==> src/rtl/llc_output_encoder_pkg.sv <==
// Shared types and constants for the LLC egress encoder.
// Used by llc_out_fifo and llc_output_encoder (optional LLC_OUT_STATS_EN counters).
package llc_output_encoder_pkg;

    localparam int LLC_OUT_FIFO_DEPTH = 2;
    localparam int LLC_RSP_OUT_W      = 64;
    localparam int LLC_FWD_OUT_W      = 64;
    localparam int LLC_MEM_REQ_W      = 192;
    localparam int LLC_DMA_RSP_OUT_W  = 192;

    typedef logic [LLC_RSP_OUT_W-1:0]     llc_rsp_out_t;
    typedef logic [LLC_FWD_OUT_W-1:0]     llc_fwd_out_t;
    typedef logic [LLC_MEM_REQ_W-1:0]     llc_mem_req_t;
    typedef logic [LLC_DMA_RSP_OUT_W-1:0] llc_dma_rsp_out_t;

    typedef enum logic [1:0] {
        IDLE  = 2'd0,
        DRAIN = 2'd1,
        DONE  = 2'd2
    } llc_out_drain_t;

    // Add a small increment to a 16-bit counter, clamping at all-ones.
    function automatic logic [15:0] llc_sat_add16(input logic [15:0] v, input logic [2:0] inc);
        logic [16:0] s;
        s = {1'b0, v} + {14'd0, inc};
        return s[16] ? 16'hFFFF : s[15:0];
    endfunction

endpackage

==> src/rtl/llc_out_fifo.sv <==
// Per-channel egress FIFO: registered full/empty flags, head driven from storage registers.
// No push->valid or pop->space bypass; a push into a full FIFO is dropped and flagged.
module llc_out_fifo
    import llc_output_encoder_pkg::*;
#(
    parameter int WIDTH = 64,
    parameter int DEPTH = LLC_OUT_FIFO_DEPTH
) (
    input  logic             clk,
    input  logic             rst_n,
    input  logic             push_i,
    input  logic [WIDTH-1:0] data_i,
    output logic             space_o,
    output logic             valid_o,
    input  logic             ready_i,
    output logic [WIDTH-1:0] data_o,
    output logic             empty_o,
    output logic             drop_o
);

    localparam int AW = (DEPTH > 1) ? $clog2(DEPTH) : 1;
    localparam int CW = $clog2(DEPTH) + 1;

    logic [WIDTH-1:0] mem_q [DEPTH];
    logic [AW-1:0]    wr_ptr_q, wr_ptr_d;
    logic [AW-1:0]    rd_ptr_q, rd_ptr_d;
    logic [CW-1:0]    count_q, count_d;
    logic             full_q, full_d;
    logic             empty_q, empty_d;
    logic             push_ok_s;
    logic             pop_s;

    assign push_ok_s = push_i & ~full_q;
    assign pop_s     = ready_i & ~empty_q;

    // Pointer and occupancy next-state; DEPTH is a power of two so pointers wrap naturally.
    always_comb begin
        wr_ptr_d = wr_ptr_q;
        rd_ptr_d = rd_ptr_q;
        count_d  = count_q;
        if (push_ok_s) begin
            wr_ptr_d = wr_ptr_q + AW'(1'b1);
        end else begin
            wr_ptr_d = wr_ptr_q;
        end
        if (pop_s) begin
            rd_ptr_d = rd_ptr_q + AW'(1'b1);
        end else begin
            rd_ptr_d = rd_ptr_q;
        end
        case ({push_ok_s, pop_s})
            2'b10:   count_d = count_q + CW'(1'b1);
            2'b01:   count_d = count_q - CW'(1'b1);
            default: count_d = count_q;
        endcase
        empty_d = (count_d == CW'(1'b0));
        full_d  = (count_d == CW'(DEPTH));
    end

    // Control state registers.
    always_ff @(posedge clk or negedge rst_n) begin
        if (!rst_n) begin
            wr_ptr_q <= '0;
            rd_ptr_q <= '0;
            count_q  <= '0;
            full_q   <= 1'b0;
            empty_q  <= 1'b1;
        end else begin
            wr_ptr_q <= wr_ptr_d;
            rd_ptr_q <= rd_ptr_d;
            count_q  <= count_d;
            full_q   <= full_d;
            empty_q  <= empty_d;
        end
    end

    // Payload storage; cleared on reset so the head reads zero out of reset.
    always_ff @(posedge clk or negedge rst_n) begin
        if (!rst_n) begin
            for (int i = 0; i < DEPTH; i++) begin
                mem_q[i] <= '0;
            end
        end else if (push_ok_s) begin
            mem_q[wr_ptr_q] <= data_i;
        end
    end

    assign space_o = ~full_q;
    assign valid_o = ~empty_q;
    assign data_o  = mem_q[rd_ptr_q];
    assign empty_o = empty_q;
    assign drop_o  = push_i & full_q;

endmodule

==> src/rtl/llc_output_encoder.sv <==
// LLC egress encoder: four independent channel FIFOs, drain FSM, idle and sticky overflow flags.
// Define LLC_OUT_STATS_EN to add per-channel handshake counters and a saturating drop counter.
module llc_output_encoder
    import llc_output_encoder_pkg::*;
#(
    parameter int DEPTH = LLC_OUT_FIFO_DEPTH,
    parameter int RSP_W = LLC_RSP_OUT_W,
    parameter int FWD_W = LLC_FWD_OUT_W,
    parameter int MEM_W = LLC_MEM_REQ_W,
    parameter int DMA_W = LLC_DMA_RSP_OUT_W
) (
    input  logic             clk,
    input  logic             rst,
    input  logic             rsp_push,
    input  logic [RSP_W-1:0] rsp_data_in,
    output logic             rsp_space,
    output logic             rsp_valid,
    input  logic             rsp_ready,
    output logic [RSP_W-1:0] rsp_data,
    input  logic             fwd_push,
    input  logic [FWD_W-1:0] fwd_data_in,
    output logic             fwd_space,
    output logic             fwd_valid,
    input  logic             fwd_ready,
    output logic [FWD_W-1:0] fwd_data,
    input  logic             mem_push,
    input  logic [MEM_W-1:0] mem_data_in,
    output logic             mem_space,
    output logic             mem_valid,
    input  logic             mem_ready,
    output logic [MEM_W-1:0] mem_data,
    input  logic             dma_push,
    input  logic [DMA_W-1:0] dma_data_in,
    output logic             dma_space,
    output logic             dma_valid,
    input  logic             dma_ready,
    output logic [DMA_W-1:0] dma_data,
    input  logic             drain_req,
    output logic             drain_busy,
    output logic             drain_done,
    output logic             idle,
    output logic             overflow_err
`ifdef LLC_OUT_STATS_EN
    ,
    output logic [31:0]      rsp_sent_cnt,
    output logic [31:0]      fwd_sent_cnt,
    output logic [31:0]      mem_sent_cnt,
    output logic [31:0]      dma_sent_cnt,
    output logic [15:0]      drop_cnt
`endif
);

    logic [3:0]     empty_s;
    logic [3:0]     drop_s;
    logic [3:0]     push_s;
    logic           all_empty_s;
    logic           idle_q;
    logic           overflow_q;
    llc_out_drain_t state_q, state_d;

    llc_out_fifo #(.WIDTH(RSP_W), .DEPTH(DEPTH)) u_rsp_fifo (
        .clk(clk), .rst_n(rst), .push_i(rsp_push), .data_i(rsp_data_in),
        .space_o(rsp_space), .valid_o(rsp_valid), .ready_i(rsp_ready),
        .data_o(rsp_data), .empty_o(empty_s[0]), .drop_o(drop_s[0])
    );

    llc_out_fifo #(.WIDTH(FWD_W), .DEPTH(DEPTH)) u_fwd_fifo (
        .clk(clk), .rst_n(rst), .push_i(fwd_push), .data_i(fwd_data_in),
        .space_o(fwd_space), .valid_o(fwd_valid), .ready_i(fwd_ready),
        .data_o(fwd_data), .empty_o(empty_s[1]), .drop_o(drop_s[1])
    );

    llc_out_fifo #(.WIDTH(MEM_W), .DEPTH(DEPTH)) u_mem_fifo (
        .clk(clk), .rst_n(rst), .push_i(mem_push), .data_i(mem_data_in),
        .space_o(mem_space), .valid_o(mem_valid), .ready_i(mem_ready),
        .data_o(mem_data), .empty_o(empty_s[2]), .drop_o(drop_s[2])
    );

    llc_out_fifo #(.WIDTH(DMA_W), .DEPTH(DEPTH)) u_dma_fifo (
        .clk(clk), .rst_n(rst), .push_i(dma_push), .data_i(dma_data_in),
        .space_o(dma_space), .valid_o(dma_valid), .ready_i(dma_ready),
        .data_o(dma_data), .empty_o(empty_s[3]), .drop_o(drop_s[3])
    );

    assign push_s      = {dma_push, mem_push, fwd_push, rsp_push};
    assign all_empty_s = &empty_s;

    // Drain state register.
    always_ff @(posedge clk or negedge rst) begin
        if (!rst) begin
            state_q <= IDLE;
        end else begin
            state_q <= state_d;
        end
    end

    // Drain next-state; a push in the same cycle keeps DRAIN open since its entry lands next cycle.
    always_comb begin
        state_d = state_q;
        case (state_q)
            IDLE: begin
                if (drain_req) begin
                    state_d = DRAIN;
                end else begin
                    state_d = IDLE;
                end
            end
            DRAIN: begin
                if (all_empty_s && (push_s == 4'b0000)) begin
                    state_d = DONE;
                end else begin
                    state_d = DRAIN;
                end
            end
            DONE:    state_d = IDLE;
            default: state_d = IDLE;
        endcase
    end

    // Quiescence and sticky overflow flags.
    always_ff @(posedge clk or negedge rst) begin
        if (!rst) begin
            idle_q     <= 1'b1;
            overflow_q <= 1'b0;
        end else begin
            idle_q     <= all_empty_s;
            overflow_q <= overflow_q | (|drop_s);
        end
    end

    assign drain_busy   = (state_q != IDLE);
    assign drain_done   = (state_q == DONE);
    assign idle         = idle_q;
    assign overflow_err = overflow_q;

`ifdef LLC_OUT_STATS_EN
    logic [3:0]  hs_s;
    logic [2:0]  ndrop_s;
    logic [31:0] sent_q [4];
    logic [15:0] drop_cnt_q;

    assign hs_s    = {dma_valid & dma_ready, mem_valid & mem_ready,
                      fwd_valid & fwd_ready, rsp_valid & rsp_ready};
    assign ndrop_s = {2'b00, drop_s[0]} + {2'b00, drop_s[1]}
                   + {2'b00, drop_s[2]} + {2'b00, drop_s[3]};

    // Handshake counters wrap; the drop counter saturates.
    always_ff @(posedge clk or negedge rst) begin
        if (!rst) begin
            for (int i = 0; i < 4; i++) begin
                sent_q[i] <= 32'd0;
            end
            drop_cnt_q <= 16'd0;
        end else begin
            for (int i = 0; i < 4; i++) begin
                if (hs_s[i]) begin
                    sent_q[i] <= sent_q[i] + 32'd1;
                end
            end
            drop_cnt_q <= llc_sat_add16(drop_cnt_q, ndrop_s);
        end
    end

    assign rsp_sent_cnt = sent_q[0];
    assign fwd_sent_cnt = sent_q[1];
    assign mem_sent_cnt = sent_q[2];
    assign dma_sent_cnt = sent_q[3];
    assign drop_cnt     = drop_cnt_q;
`endif

endmodule

==> config.mk <==
export PLATFORM = sky130hd
export DESIGN_NAME = llc_output_encoder
export DESIGN_NICKNAME = d
export VERILOG_FILES = /design/src/rtl/llc_output_encoder_pkg.sv /design/src/rtl/llc_out_fifo.sv /design/src/rtl/llc_output_encoder.sv
export SDC_FILE = /design/constraint.sdc
export NUM_CORES = 1
export LEC_CHECK = 0
export ABC_AREA = 1
export BUFFER_PORTS_ARGS = -buffer_cell sky130_fd_sc_hd__buf_2
export CAP_MARGIN = 5
export CORE_AREA = 4 4 400 402
export DETAILED_ROUTE_END_ITERATION = 6
export DIE_AREA = 0 0 404 406
export PLACE_DENSITY = 0.5
export SYNTH_ARGS = -nofsm -noshare
export SYNTH_HDL_FRONTEND = slang
export SYNTH_HIERARCHICAL = 1
export SYNTH_SLANG_ARGS = --single-unit
==> constraint.sdc <==
create_clock -name clk -period 2.45 [get_ports clk]
set_input_delay 0.3675 -clock clk [delete_from_list [all_inputs] [get_ports clk]]
set_output_delay 0.3675 -clock clk [all_outputs]
set_load 0.01 [all_outputs]
### Word-level counts from Yosys, hierarchy flattened

Cells that the tools add are included.

| storage, ports and cells | value |
|---|---|
| register bits | 1052 |
| logic and storage cells | 147 |
| output and inout port bits | 524 |
| input bits | 523 |

| cells by class | value |
|---|---|
| bitwise gates (word level) | 29 |
| mux-type cells | 31 |
| reduce and logical (&&, ||, !) cells | 14 |
| equal/unequal tests | 14 |
| $lt $le $gt $ge | 12 |
| add/subtract/negate cells | 16 |

Operators by type and width:

| operator | number |
|---|---|
| two-way mux 192 bit | 8 |
| bitwise mux 384 bit | 2 |
| two-way mux 64 bit | 8 |
| demux 192 bit (select 1 bit) | 2 |
| bitwise mux 128 bit | 2 |
| demux 64 bit (select 1 bit) | 2 |
| case mux 2 bit (2 select lines) | 5 |
| == test 2 bit (second input constant) | 9 |
| >= comparator 2 bit (second input constant) | 8 |
| NOT 1 -> 2 bit | 8 |
| bitwise AND 1 bit | 12 |
| == test 2 x 1 -> 1 bit (second input constant) | 5 |
| logical NOT 2 bit | 5 |
| adder 1 bit (second input constant) | 8 |
| adder 2 x 1 -> 2 bit (second input constant) | 4 |
| less-than comparator 2 x 1 -> 1 bit (second input constant) | 4 |
| NOT 1 bit | 8 |
| subtractor 2 x 1 -> 2 bit (second input constant) | 4 |
| logical AND 1 bit | 5 |
| logical NOT 4 bit | 1 |
| AND reduction 4 bit | 1 |
| OR reduction 4 bit | 1 |
| two-way mux 2 bit | 1 |
| nonzero test 2 bit | 1 |
| 2 further kinds | 2 |

### Longest topological paths before layout

Gate-level depths: netlist (run 1).

| depth | value |
|---|---|
| depth in word-level cells | 6 |
| depth in mapped cells | 10 |
| depth with buffers taken out | 10 |

### Hierarchy

The synthesis (run 1) kept the hierarchy.

Modules (own cells, without submodules):

| module | area each (um2) | times used | sequential area each (um2) | cells an instance |
|---|---|---|---|---|
| llc_out_fifo at u_dma_fifo ... | 17538.1 | 2 | 9760.6 | 2080 |
| llc_out_fifo at u_fwd_fifo ... | 6098.3 | 2 | 3354.5 | 715 |
| llc_output_encoder | 196.4 | 1 | 101.3 | 28 |

### Worst setup path before layout (run 1)

OpenSTA, ideal clock, no wires.

| timing path | value |
|---|---|
| path kind | register to output |
| start point | register u_dma_fifo.rd_ptr_q |
| end point | output port dma_data[105] |
| stages on the path, launching flop included | 6 |
| setup slack | 0.884 ns |
| arrival | 1.199 ns |
| data required time | 2.082 ns |
| cell sequence | dfrtp_1 inv_1 clkbuf_1 clkbuf_1 nand2_1 nand2_1 |

| on the way | value |
|---|---|
| longest elaborated chain between the ends | 4 |

RTL lines:

| element | line | text |
|---|---|---|
| from (decl) | llc_out_fifo.sv:26 | `logic [AW-1:0] rd_ptr_q, rd_ptr_d;` |
| from (signal assigned) | llc_out_fifo.sv:70 | `rd_ptr_q <= rd_ptr_d;` |
| NOT 1 -> 2 bit (not written as such) | llc_out_fifo.sv:90 | `assign data_o = mem_q[rd_ptr_q];` |
| two-way mux 192 bit (not written as such) (3 in series) | llc_out_fifo.sv:90 |  |
| to (decl) | llc_output_encoder.sv:37 | `output logic [DMA_W-1:0] dma_data,` |

No other way between the ends. The select of a mux whose other input is x is not followed.

### Final worst setup path (run 1)

| timing path | value |
|---|---|
| start point | register u_dma_fifo.rd_ptr_q |
| end point | output port dma_data[55] |

The elaborated chain is that of the path after synthesis.

==> results of run 1 <==
what timing repair did:
action                     in CTS  in global routing
setup endpoints to repair     453                214
hold endpoints to repair     1045                  0
pin swaps                      11                 22
hold buffers                  519                  0
buffers inserted               10                  4
gates cloned                   17                 21
gates resized for setup       141                138
cell type report:
class | count | area (um2)
multi-input cells | 3673 | 17200
clock inverters | 36 | 485
clock buffers | 187 | 3640
diodes | 21 | 52.6
well taps | 2058 | 2570
repair buffers | 1732 | 13600
inverters | 555 | 2130
flip-flops and latches | 1052 | 26300
repair inverters | 4 | 52.6
fillers | 15700 | 90000
per-stage QoR:
step           setup WS [ns]  area [um2]  cells  hold slack (ns)
3_5_place_dp           0.440       54800   8503            0.396
4_1_cts              -0.0773       65100   9272           0.0146
3_3_place_gp           0.446       54800   8503            0.391
5_1_grt              -0.0878       66100   9316           0.0474
6_report              0.0114       66100   9318           0.0587
2_1_floorplan          0.884       47500   5618           0.0719
worst min-delay path: cells and delay by family:
family                 cells  cell delay, ns
XOR/XNOR                   1            0.08
buffers and inverters      1            0.14
AND/OR/NAND/NOR            1            0.15
registers in the layout, summed over array words and instances (netlist names), 2 cells and up:
| signal | count |
|---|---|
| state_q | 2 |
| u_rsp_fifo/count_q | 2 |
| u_dma_fifo/mem_q | 384 |
| u_dma_fifo/count_q | 2 |
| u_mem_fifo/count_q | 2 |
| u_fwd_fifo/count_q | 2 |
| u_mem_fifo/mem_q | 384 |
| u_rsp_fifo/mem_q | 128 |
| u_fwd_fifo/mem_q | 128 |
worst min-delay path by stage:
stage	from	end	slack (ns)
final	dma_ready	u_dma_fifo/rd_ptr_q$_DFFE_PN0P_	0.06
after global routing	dma_ready	u_dma_fifo/rd_ptr_q$_DFFE_PN0P_	0.05
after CTS	dma_ready	u_dma_fifo/rd_ptr_q$_DFFE_PN0P_	0.01
after detailed placement	rst	u_mem_fifo/mem_q[242]$_DFFE_PN0P_	0.40
after global placement	rst	u_mem_fifo/mem_q[242]$_DFFE_PN0P_	0.39
after floorplan	rst	overflow_err$_DFF_PN0_	0.07
metal layers:
metal / up-vias / share of wire / GRT usage
met4: 12 / 0.057 / 0.109
met5: - / 0.00041 / 0
met1: 19900 / 0.39 / 0.248
li1: 20400 / - / -
met3: 393 / 0.061 / 0.0443
met2: 1375 / 0.49 / 0.351
logic make-up (layout without fill, tap and decap cells):
kind of cell,after synthesis,count (layout),synth area share
AND/OR/NAND/NOR,2633,2633,0.209
flip-flops,1052,1052,0.555
AO/OA/AOI/OAI,1028,1028,0.142
buffers and inverters,893,2514,0.0911
XOR/XNOR,8,8,0.00148
adder cells (fa/ha/maj),4,4,0.00105
other,0,21,0
power groups by stage:
stage	Sequential [uW]	Combinational, uW	Clock, uW
detailed placement	30400	36900	0
floorplan	29000	23100	0
CTS	30400	40100	19200
global placement	30400	36500	0
finish	30500	41800	18600
global route	31400	45900	19900
cells in the final DEF, fill, tap and decap left out, types with 36 or more instances in the layout:
cell,n
o21ai_2,430
buf_2,969
nand2_2,114
inv_1,547
nand2_1,2487
o21ai_0,516
buf_12,56
dfrtp_1,1043
clkbuf_8,36
buf_4,83
dlygate4sd3_1,519
o21ai_1,78
buf_6,57
clkbuf_16,137
==> summary.md, run 1 <==
| Metric | Value |
|---|---|
| Status | finished clean |
| Slew Limit Fails | 0 |
| Largest delay share family, worst path | flip-flops |
| H-tree levels | 3 |
| Switching share of power | 0.418 |
| Flops & latches, synth | around 1100 |
| TritonCTS Buffers | 119 |
| WP data arrival | 2.07 ns |
| GRT Overall Usage | 0.207 |
| Mapped Avg Cell Area | between 8 and 9 um2 |
| YS warnings | 6 |
| Worst Setup SP | u_dma_fifo/rd_ptr_q$_DFFE_PN0P_ |
| Rows | around 150 |
| Clk sinks | ~1100 |
| RSZ-0062 raised after global routing | yes |
| Final ANT Viol Nets | 0 |
| Number of remaining DRC errors | 0 |
| Asr flop ratio synth | 1.00 |
| WL final | approximately 180000 um |
| NumNets Final | about 7700 |
| End of the worst register-to-register path | u_rsp_fifo/mem_q[88]$_DFFE_PN0P_ |
| Die H | 406 um |
| Post-synth top cells | 2601 x nand2_1, 1047 x dfrtp_1, 551 x inv_1 |
| Combinational power share | 0.460 |
| CP max-delay cell | dfrtp_4 |
| Final Wtd Congestion | approximately 0.88 |
| Setup TNS | 0 ns |
| Internal reg-to-reg setup slack | 0.79 ns |
| Power Internal | about 53000 uW |
| Latest clock arrival within the worst-skew pair | between 0.7 and 0.8 ns |
| Power Density | ~1400 nW/um2 |
| Least-Margin Pin Slew | 0.799 ns |
| Cell taking the most area after synthesis | dfrtp_1 |
| Synth area leaders | dfrtp_1 55%, nand2_1 21%, o21ai_2 7.9% |
| Via density | 4.52 |
| Hold Path Depth | 3 |
| Fmax | a little over 400 MHz |
| Most used cell, CP | nand2_1 |
| Slew margin rel. | 0.467 |
| Setup crit end kind | primary output |
| Pre-antenna DRT Iters | 6 |
| HP Class | in -> reg |
| CTS tree | built |
| Tcrit/Tclk final | 0.995 |
| Core Region | roughly 160000 um2 |
| Initial antenna violation count | 32 |
| Port bufs | ~1000 |
| Post-Syn Area | between 40000 and 50000 um2 |
| 1st-iter DRT viols | between 3000 and 4000 |
| Die area | approximately 160000 um2 |
| Critical Path Sink | dma_data[55] |
| Final critical-path required period | between 2 and 2.5 ns |
| CP bufs+invs | 3 |
| Post-Syn Nets | 6145 |
| R2r worst-path depth | 6 |
| CP required | between 2 and 2.5 ns |
| Clock Tree Buf Depth | 3 |
| Clk pwr share | 0.205 |
| Flop pwr share | 0.335 |
| Die Span X | 404 um |
| Worst Skew | between 0.02 and 0.03 ns |
| Pin count of the biggest net entering global routing | 188 |
| Post-synth top area share | 0.552 |
| Hold Violations, Final | 0 |
| Final Power | slightly above 90000 uW |
| CP Class | reg -> out |
| Register area share after synthesis | 0.555 |
| Levels on crit path | 5 |
| Post-synthesis cell type count | 26 |
| VDD IR max | approximately 0.00076 V |
| Root buf cell | clkbuf_16 |
| Worst Path Max Fanout | 26 |
| Sw Pwr | between 30000 and 40000 uW |
| Number of synthesized flops with an enable pin | 0 |
| Cell with the most instances after synthesis | nand2_1 |
| Via count | approximately 42000 |
| DR WL/cell | 19.2 um |
| Vias in the first global route | about 42000 |
| Delay of the slowest critical-path stage | around 0.59 ns |
| Static leakage | about 0.035 uW |
| First-pass GRT wire length | between 200000 and 300000 um |
| Max_cap viols | 0 |
| Reg-to-reg startpoint | u_rsp_fifo/full_q$_DFF_PN0_ |
| Final setup fails | 0 |
| Synth-to-Final Area Change | 39.2% |
| Share of cells above drive strength 1 | 0.274 |
| Syn Inst Count | about 5600 |
| Synth Flop Type | dfrtp_1 |
| Crit-path cells | inv_16, buf_12, nand2_1, nand2_1, buf_2 |
| Worst-path clk slew | 0.06 ns |
| Final Util | 0.423 |
| Gr ovfl total | 0 |
| DP HPWL | around 120000 um |
| Initial Utilization | 0.304 |
| Worst Setup Start Kind | register |
| I/O pins | ~1000 |
(Power assumes the default switching activity.)
==> run 2: changes to the inputs <==
==> constraint.sdc (replaced) <==
create_clock -name clk -period 2.45 [get_ports clk]
set_input_delay 0.245 -clock clk [delete_from_list [all_inputs] [get_ports clk]]
set_output_delay 0.245 -clock clk [all_outputs]
set_load 0.01 [all_outputs]
==> run 2 against run 1 <==
Non-clock buffer count down 34. Final cell count down 0.30%. Hold slack better by 0.073 ns. Critical path type unchanged. Register-to-register slack worse by 0.14 ns. Largest cell class unchanged. Clock skew up 0.024 ns. Power down 3.1%. Via count down 1.7%. Critical endpoint is now dma_data[5]. The run now ends with DRC left. Utilization down 0.83 points.
==> summary.md, run 2 (synthesis results as in run 1) <==
| Metric | Value |
|---|---|
| Hold Violations, Final | 0 |
| VDD IR max | 0.000741 V |
| Hold Slack | 0.132 ns |
| Internal reg-to-reg setup slack | 0.65 ns |
| Flop pwr share | 0.343 |
| Top Registers | u_dma_fifo/mem_q: 384 flops, u_mem_fifo/mem_q: 384 flops |
| Fmax | roughly 420 MHz |
| Die Span X | 404 um |
| Power Internal | 51200 uW |
| Final Cell Area | approximately 65000 um2 |
| Final ANT Viol Nets | 0 |
| GRT busiest layer | met2 |
| Area of the multi-input gates | 16900 um2 |
| CP required | 2.20 ns |
| Tcrit/Tclk final | 0.961 |
| Die H | just over 400 um |
| Static leakage | roughly 0.035 uW |
| Final worst setup slack | 0.0966 ns |
| Slew Limit Fails | 0 |
| R2r worst-path depth | 6 |
| WP data arrival | around 2.1 ns |
| TritonCTS Buffers | 121 |
| Routing usage on met1 | 0.238 |
| Least-Margin Pin Slew | between 0.6 and 0.7 ns |
| Worst Setup Start Kind | register |
| Worst Path Max Fanout | 12 |
| Worst-path clk slew | ~0.060 ns |
| Worst Skew | roughly 0.053 ns |
| Fillers | between 15000 and 20000 |
| Met3 usage | 0.0588 |
| CP Class | reg -> out |
| GRT Overall Usage | 0.202 |
| Area after DPL | ~55000 um2 |
| I/O pins | between 1000 and 1500 |
| WL final | about 170000 um |
| Pre-antenna DRT Iters | 7 |
| Clk sinks | between 1000 and 1500 |
| Worst Setup SP | u_dma_fifo/rd_ptr_q$_DFFE_PN0P_ |
| Port bufs | 1046 |
| Clk pwr share | 0.216 |
| Final setup fails | 0 |
| Final Power | roughly 90000 uW |
| RSZ-0062 raised after global routing | yes |
| Met2 Usage GRT | 0.335 |
| Setup slack after placement | 0.453 ns |
| Via density | about 4.5 |
| Initial antenna violation count | 36 |
| Register area | around 26000 um2 |
| HP Class | in -> async |
| Gr ovfl total | 0 |
| Die area | 164000 um2 |
| Combinational power share | 0.442 |
| Power Density | 1360 nW/um2 |
| Critical Path Sink | dma_data[5] |
| H-tree levels | 3 |
| Slew margin rel. | 0.562 |
| Most common cell after layout, fill and taps aside | nand2_1 |
| Reg-to-reg startpoint | u_dma_fifo/full_q$_DFF_PN0_ |
| NumNets Final | 7631 |
| Max_cap viols | 0 |
| Initial Utilization | 0.304 |
| DR WL/cell | 18.4 um |
| Status | complete, but fails checks |
| End of the worst register-to-register path | u_dma_fifo/mem_q[366]$_DFFE_PN0P_ |
| Via count | about 41000 |
| Setup crit end kind | primary output |
| Root buf cell | clkbuf_16 |
| Commonest cells after routing, fill and taps aside | 2589 x nand2_1, 1043 x dfrtp_1, 1040 x buf_2, 547 x inv_1, 522 x dlygate4sd3_1 |
| Final critical-path required period | 2.35 ns |
| Latest clock arrival within the worst-skew pair | approximately 0.73 ns |
| Violated checks | DRC |
| Synth-to-Final Area Change | 36.5% |
| Core Region | 156000 um2 |
| Sw Pwr | about 37000 uW |
| Clock Tree Buf Depth | 3 |
| Switching share of power | 0.418 |
| 1st-iter DRT viols | 2901 |
| DP HPWL | around 120000 um |
| First-pass GRT wire length | 256000 um |
| CTS tree | built |
| Final Util | 0.415 |
| Vias in the first global route | ~41000 |
| Pin count of the biggest net entering global routing | between 100 and 150 |
| Share of cells above drive strength 1 | 0.256 |
| Rows | roughly 150 |
| Number of remaining DRC errors | 2 |
| Final Wtd Congestion | ~0.83 |
==> run 2: cell count changes in the layout (fill, tap and decap cells not counted), moves of 4 or more <==
cell / change
buf_12: -6
buf_4: -29
buf_2: +71
nand2_2: -98
buf_16: -7
nand2_1: +102
buf_6: -50
diode_2: +5
clkbuf_16: -12
buf_8: -5
nand2_4: -4
==> run 2: cell type report <==
cell class | count | share of cell area
Sequential cell | 1052 | 0.407
Multi-Input combinational cell | 3673 | 0.261
Timing Repair Buffer | 1698 | 0.194
Clock buffer | 188 | 0.0559
Tap cell | 2058 | 0.0397
Inverter | 555 | 0.0327
Clock inverter | 37 | 0.00910
Antenna cell | 26 | 0.00100
Timing Repair inverter | 3 | 0.000444
==> run 2: per-stage QoR <==
step / setup TNS, ns / std cells
2_1_floorplan: 0 / 5618
3_3_place_gp: 0 / 8484
3_5_place_dp: 0 / 8484
4_1_cts: 0 / 9254
5_1_grt: -0.0110 / 9284
6_report: 0 / 9290
==> run 2: power groups by stage <==
| stage | combinational (uW) | clock (uW) | sequential, uW |
|---|---|---|---|
| after floorplan | 23100 | 0 | 29000 |
| after global placement | 36500 | 0 | 30200 |
| after detailed placement | 36800 | 0 | 30300 |
| after CTS | 39000 | 19500 | 30100 |
| after global routing | 43100 | 20300 | 31200 |
| final | 38900 | 19000 | 30200 |
==> run 2: worst max-delay path, cell delays in order (launching register included) <==
cell       delay (ns)
dfrtp_4          0.57
buf_4            0.17
bufbuf_16        0.28
nand2_1          0.07
nand2_1          0.11
buf_2            0.17
==> run 2: worst min path at each step <==
stage / from / endpoint
2_1_floorplan: rst / overflow_err$_DFF_PN0_
3_3_place_gp: rst / u_fwd_fifo/mem_q[37]$_DFFE_PN0P_
3_5_place_dp: rst / u_fwd_fifo/mem_q[101]$_DFFE_PN0P_
4_1_cts: rst / u_fwd_fifo/mem_q[101]$_DFFE_PN0P_
5_1_grt: rst / u_fwd_fifo/mem_q[101]$_DFFE_PN0P_
6_report: rst / u_fwd_fifo/mem_q[101]$_DFFE_PN0P_
==> run 2: what timing repair did <==
action | 4_1_cts | 5_1_grt
setup buffers | 11 | 6
endpoints found under the hold margin | 1327 | 0
pin swaps | 0 | 0
cloned | 12 | 4
gates resized for setup | 30 | 21
hold buffers | 522 | 0
endpoints found under the setup margin | 370 | 81
==> run 2: layer usage <==
metal	vias up	share of wire
met3	366	0.075
met1	19400	0.39
met2	1244	0.48
met5	-	0.00068
met4	18	0.058
li1	20300	-
